===== src/rtl/senha_entrada.sv =====
`default_nettype none
// ============================================================================
// Module   : senha_entrada
// Purpose  : Password entry buffer for the lock's operational mode; holds up
//            to six keypad digits and drives a masked display packet.
// Revision : 1.0 - initial release
// ============================================================================

package senha_entrada_pkg;
    typedef struct packed {
        logic [3:0] BCD5;
        logic [3:0] BCD4;
        logic [3:0] BCD3;
        logic [3:0] BCD2;
        logic [3:0] BCD1;
        logic [3:0] BCD0;
    } bcdPac_t;
endpackage

module senha_entrada
    import senha_entrada_pkg::*;
#(
    parameter int MASK_CYCLES    = 50_000_000,
    parameter int TIMEOUT_CYCLES = 250_000_000
) (
    input  logic       clk,
    input  logic       rst,
    input  logic       bloqueado,
    input  logic       digit_valid,
    input  logic [3:0] digit,
    input  logic       clear,
    input  logic       confirm,
    output bcdPac_t    bcd_packet_operacional,
    output logic       enable_o,
    output bcdPac_t    senha,
    output logic [2:0] senha_len,
    output logic       senha_valid,
    output logic       timeout
);

    localparam int MW = (MASK_CYCLES > 1) ? $clog2(MASK_CYCLES) : 1;
    localparam int TW = (TIMEOUT_CYCLES > 1) ? $clog2(TIMEOUT_CYCLES) : 1;
    localparam logic [MW-1:0] c_mask_last = MW'(MASK_CYCLES - 1);
    localparam logic [TW-1:0] c_to_last   = TW'(TIMEOUT_CYCLES - 1);
    localparam logic [23:0]   c_all_blank = {6{4'hB}};
    localparam logic [23:0]   c_all_dash  = {6{4'hA}};

    typedef enum logic [1:0] {
        VAZIO   = 2'd0,
        ENTRADA = 2'd1,
        ENVIO   = 2'd2,
        BLOQ    = 2'd3
    } state_t;

    state_t        r_state, w_next_state;
    logic [23:0]   r_senha, w_buf;
    logic [23:0]   r_packet, w_pkt;
    logic [2:0]    r_len, w_len;
    logic          r_masked, w_masked;
    logic [MW-1:0] r_mask_cnt, w_mask_cnt;
    logic [TW-1:0] r_to_cnt, w_to_cnt;
    logic          r_enable, r_valid, r_timeout;
    logic          w_valid, w_timeout, w_accept;

    assign w_accept = digit_valid && (digit <= 4'd9) && (r_len < 3'd6);

    always_comb begin
        w_next_state = r_state;
        w_buf        = r_senha;
        w_len        = r_len;
        w_masked     = r_masked;
        w_mask_cnt   = r_mask_cnt;
        w_to_cnt     = r_to_cnt;
        w_valid      = 1'b0;
        w_timeout    = 1'b0;

        case (r_state)
            BLOQ: begin
                if (!bloqueado)
                    w_next_state = VAZIO;
            end
            ENVIO: begin
                w_next_state = VAZIO;
                w_buf        = c_all_blank;
                w_len        = 3'd0;
            end
            default: begin
                if (clear) begin
                    w_next_state = VAZIO;
                    w_buf        = c_all_blank;
                    w_len        = 3'd0;
                end else if (confirm && (r_len != 3'd0)) begin
                    w_next_state = ENVIO;
                    w_valid      = 1'b1;
                end else if (w_accept) begin
                    w_next_state = ENTRADA;
                    w_buf        = {r_senha[19:0], digit};
                    w_len        = r_len + 3'd1;
                    w_masked     = 1'b0;
                    w_mask_cnt   = '0;
                    w_to_cnt     = '0;
                end else if (r_state == ENTRADA) begin
                    if (r_to_cnt == c_to_last) begin
                        w_next_state = VAZIO;
                        w_buf        = c_all_blank;
                        w_len        = 3'd0;
                        w_timeout    = 1'b1;
                    end else begin
                        w_to_cnt = r_to_cnt + TW'(1);
                        // Mask counter stops once the newest digit is hidden
                        if (!r_masked) begin
                            if (r_mask_cnt == c_mask_last)
                                w_masked = 1'b1;
                            else
                                w_mask_cnt = r_mask_cnt + MW'(1);
                        end
                    end
                end
            end
        endcase

        if (bloqueado) begin
            w_next_state = BLOQ;
            w_buf        = c_all_blank;
            w_len        = 3'd0;
            w_valid      = 1'b0;
            w_timeout    = 1'b0;
        end

        if (w_next_state == VAZIO || w_next_state == BLOQ) begin
            w_masked   = 1'b0;
            w_mask_cnt = '0;
            w_to_cnt   = '0;
        end
    end

    // Display: the packet is frozen while the entry is being submitted
    always_comb begin
        w_pkt = c_all_blank;
        if (w_next_state == BLOQ) begin
            w_pkt = c_all_dash;
        end else if (w_next_state == ENVIO) begin
            w_pkt = r_packet;
        end else begin
            for (int i = 0; i < 6; i++) begin
                if (3'(i) < w_len)
                    w_pkt[i*4 +: 4] = (i == 0 && !w_masked) ? w_buf[3:0] : 4'hA;
            end
        end
    end

    always_ff @(posedge clk or posedge rst) begin
        if (rst) begin
            r_state    <= VAZIO;
            r_senha    <= c_all_blank;
            r_packet   <= c_all_blank;
            r_len      <= 3'd0;
            r_masked   <= 1'b0;
            r_mask_cnt <= '0;
            r_to_cnt   <= '0;
            r_enable   <= 1'b0;
            r_valid    <= 1'b0;
            r_timeout  <= 1'b0;
        end else begin
            r_state    <= w_next_state;
            r_senha    <= w_buf;
            r_packet   <= w_pkt;
            r_len      <= w_len;
            r_masked   <= w_masked;
            r_mask_cnt <= w_mask_cnt;
            r_to_cnt   <= w_to_cnt;
            r_enable   <= (w_pkt != r_packet);
            r_valid    <= w_valid;
            r_timeout  <= w_timeout;
        end
    end

    assign bcd_packet_operacional = bcdPac_t'(r_packet);
    assign senha                  = bcdPac_t'(r_senha);
    assign senha_len              = r_len;
    assign enable_o               = r_enable;
    assign senha_valid            = r_valid;
    assign timeout                = r_timeout;

endmodule

`default_nettype wire


===== config.mk =====
export PLATFORM = sky130hd
export DESIGN_NAME = senha_entrada
export DESIGN_NICKNAME = d
export VERILOG_FILES = /design/src/rtl/senha_entrada.sv
export SDC_FILE = /design/constraint.sdc
export NUM_CORES = 1
export LEC_CHECK = 0
export ABC_AREA = 1
export BUFFER_PORTS_ARGS = -buffer_cell sky130_fd_sc_hd__buf_2
export CORE_MARGIN = 1.5
export CORE_UTILIZATION = 49
export CTS_CLUSTER_DIAMETER = 80
export DETAILED_ROUTE_END_ITERATION = 16
export HOLD_SLACK_MARGIN = 0.05
export PLACE_DENSITY = 0.74
export SLEW_MARGIN = 20
export SYNTH_ARGS = -nofsm -noshare
export SYNTH_HDL_FRONTEND = slang
export SYNTH_SLANG_ARGS = --single-unit
export TNS_END_PERCENT = 50

===== constraint.sdc =====
create_clock -name clk -period 4.4 [get_ports clk]
set_clock_uncertainty 0.1 [all_clocks]
set_input_delay 0.88 -clock clk [delete_from_list [all_inputs] [get_ports clk]]
set_output_delay 0.88 -clock clk [all_outputs]
set_load 0.02 [all_outputs]

==> qor.csv <==
stage,metric,value,unit
cells_and_area,# diodes,0,
pwr,internal power,1.598,mW
sta,Final Hold Vio Count,0,
hold_path,Hold Crit Class,reg -> reg,
clock_tree,CTS Hold Bufs,0,
placement,# port buffers,63,
floorplanning,die height,115.3,um
global_routing,number of global-route vias before repair,5106,
worst_setup_path,CP Launch Type,flip-flop,
route,WL/cell,13.88,um
hold_path,Min-Delay Path Depth,2,
worst_setup_path,"setup slack, reg-to-reg",0.70,ns
route,vias,5513,
sta,slew margin rel.,43.00,%
cells_and_area,fill count,1122,
pwr,worst vdd ir,207.0,uV
sta,endpoints failing setup,0,
clock_tree,CTS tree,yes,
clock_tree,clk sinks,111,
synth,number of synthesized register bits,111,
sta,Max Slew Vio Count,0,
floorplanning,std cell rows,40,
global_routing,GRT Total Usage,23.00,%
global_routing,initial antenna violation count,0,
cells_and_area,Area Overhead vs Synth,13.13,%
run_status,status,completed,
pwr,Leak,3.137,nW
pwr,Clock Power Share,39.1,%
synth,Mapped Area,6185,um2
cells_and_area,final core occ,57.53,%
sta,Fmax,270.2,MHz
route,Avg Vias per Cell,5.286,
sta,crit share post-route,84.10,%
worst_setup_path,reg2reg path depth,20,
pwr,sw frac,29.09,%
worst_setup_path,Crit Reg-Reg Endpoint,r_mask_cnt[8],
pwr,register share of total power,48.0,%
route,initial DRC count,520,
placement,DP HPWL,10470,um
pwr,Psw,655.8,uW
global_routing,largest net degree at the start of global routing,64,
floorplanning,Starting Density,50.85,%
clock_tree,H-tree Lvls,3,
sta,measured slew at the worst slew-check pin,0.8484,ns
floorplanning,Die W,115.3,um
placement,gpl congestion,0.8610,
sta,worst hold slack,0.3960,ns
clock_tree,CTS Buf Count,9,
hold_path,WHS Endpoint,senha[22],
synth,Syn. warnings,0,
synth,Syn Area/Cell,7.673,um2
synth,synthesized instance count,806,
worst_setup_path,Setup crit end kind,flip-flop,
clock_tree,worst skew pair latency,0.37,ns
floorplanning,Core Box Area,12160,um2
synth,Yosys cell types,47,
clock_tree,CTS resizes,0,
sta,total negative slack,0,ns
route,ANT nets after route,0,
worst_setup_path,R2R Path Start,r_to_cnt[1],
clock_tree,"CTS clk-pin slew, worst paths",0.08,ns
worst_setup_path,crit path kind,reg -> reg,
hold_path,min-delay src,senha[22],
job,Max-Cap Viols,0,
global_routing,first-pass GRT wire length,24350,um
floorplanning,die area,13300,um2
sta,post-layout min period,3.700,ns
route,drt drc,0,
placement,Setup WS pre-CTS,0.4713,ns
worst_setup_path,CP Data Arrival Time,3.85,ns
pwr,total power,2.254,mW
worst_setup_path,CP required,4.54,ns
synth,Synth Net Count,822,
worst_setup_path,crit path max fanout,26,
cells_and_area,Nets,886,
route,1st-pass router iterations,5,
route,Total Wirelength,14470,um
floorplanning,I/O pins,64,
sta,"crit path setup slack, layout",0.6997,ns
sta,RSZ-0062 raised after global routing,false,
synth,sequential area share after synthesis,45.64,%
cells_and_area,fraction of layout cells with a size suffix above 1,19.89,%
global_routing,gr ovfl total,0,
pwr,combinational share of power,12.9,%
clock_tree,maximum clock path buffer count,2,
pwr,Pwr Density,322.1,nW/um2
clock_tree,clock root buffer,clkbuf_16,
clock_tree,Setup Buffers After CTS,0,
[worst max-delay path: stages, from the launching register on]
cell	delay (ns)
dfrtp_1	0.38
ha_1	0.18
nand2_1	0.10
nor2_2	0.16
nand2_2	0.12
nor2_1	0.19
nand2_1	0.07
nand2_1	0.06
nand2_1	0.05
a21oi_1	0.17
ha_1	0.34
nor2_1	0.18
clkinv_1	0.14
nand2_4	0.22
inv_4	0.19
nor2_2	0.39
buf_4	0.22
nor2_2	0.05
nand2_1	0.07
xor2_1	0.14
nor2_1	0.05
[cell usage in the layout, fill, tap and decap left out, drive strengths merged, types with 9 or more instances in the layout]
master / Yosys / routed
xor2: 14 / 14
nand4: 23 / 23
or2: 12 / 12
o21ai: 49 / 49
a21oi: 36 / 36
clkbuf: 9 / 9
buf: 6 / 68
nand3: 51 / 51
nor3: 23 / 23
dfstp: 36 / 36
nor4: 9 / 9
nor2: 121 / 121
dfrtp: 75 / 75
nand2: 173 / 173
inv: 123 / 127
[state kept, by name (all words and copies together) (netlist names)]
| name | cells |
|---|---|
| r_mask_cnt | 26 |
| r_masked | 1 |
| r_to_cnt | 28 |
| senha_valid | 1 |
| senha | 24 |
| r_state | 2 |
| timeout | 1 |
| enable_o | 1 |
| bcd_packet_operacional | 24 |
| senha_len | 3 |
[worst max-delay path by stage]
| stage | start | end | slack [ns] | cells after the start |
|---|---|---|---|---|
| after global routing | r_to_cnt[1] | r_mask_cnt[8] | 0.36 | 20 |
| after CTS | r_to_cnt[1] | r_mask_cnt[8] | 0.70 | 20 |
| after detailed placement | digit[1] | r_mask_cnt[8] | 0.47 | 18 |
| after floorplan | rst | bcd_packet_operacional[10] | 0.55 | 1 |
| final | r_to_cnt[1] | r_mask_cnt[8] | 0.70 | 20 |
| after global placement | digit[1] | r_mask_cnt[8] | 0.60 | 18 |
[layout make-up]
cell class | count | area (um2) | area share [%]
sequential | 111 | 2823 | 40.34
multi-input combinational | 555 | 2814 | 40.22
inverter | 125 | 474.2 | 6.778
timing repair buffer | 68 | 352.8 | 5.043
clock buffer | 9 | 225.2 | 3.219
tap | 168 | 210.2 | 3.004
clock inverter | 7 | 97.59 | 1.395
[metal layers]
layer | GRT usage [%] | vias to the layer above | wire (um)
li1 | - | 2748 | -
met1 | 31.93 | 2609 | 6791
met2 | 36.25 | 138 | 6805
met3 | 4.270 | 18 | 664
met4 | 7.984 | 0 | 212
met5 | 0 | - | 0
[synthesized netlist by cell type, drive strengths merged]
cell,instances,area (um2)
nand2,173,684.4
inv,123,464.2
nor2,121,520.5
dfrtp,75,1877
nand3,51,260.3
o21ai,49,252.8
a21oi,36,183.9
dfstp,36,945.9
nand4,23,143.9
nor3,23,125.1
xor2,14,122.6
or2,12,75.07
clkbuf,9,35.03
nor4,9,75.08
a31oi,7,43.79
buf,6,41.28
ha,6,75.07
o21a,6,45.04
o41ai,6,52.55
nor3b,4,30.03
o21bai,3,22.52
o22ai,3,18.77
a211oi,2,15.01
a22oi,2,15.01
clkinv,2,7.510
a221oi,1,15.01
o221a,1,11.26
o311a,1,10.01
o31ai,1,7.510
o32ai,1,8.760
[power by group through the flow]
| stage | sequential (mW) | clock [mW] | combinational, mW |
|---|---|---|---|
| 6_report | 1.08 | 0.880 | 0.291 |
| 5_1_grt | 1.09 | 0.937 | 0.324 |
| 4_1_cts | 1.08 | 0.899 | 0.291 |
| 3_5_place_dp | 1.10 | 0 | 0.290 |
| 3_3_place_gp | 1.10 | 0 | 0.285 |
| 2_1_floorplan | 1.12 | 0 | 0.194 |
[cells by family after synthesis]
kind of cell | after synthesis | share of synthesized area [%]
fa+ha+maj | 6 | 1.214
flops | 111 | 45.64
simple gates | 416 | 30.95
compound gates | 119 | 11.35
xor+xnor | 14 | 1.983
buf+inv | 140 | 8.861
[metrics by stage]
stage / instance area (um2) / cells
after floorplan: 6185 / 806
after global placement: 6674 / 1027
after detailed placement: 6674 / 1027
after CTS: 6997 / 1043
after global routing: 6997 / 1043
final: 6997 / 1043
No activity file was read; power rests on OpenSTA's default activity.
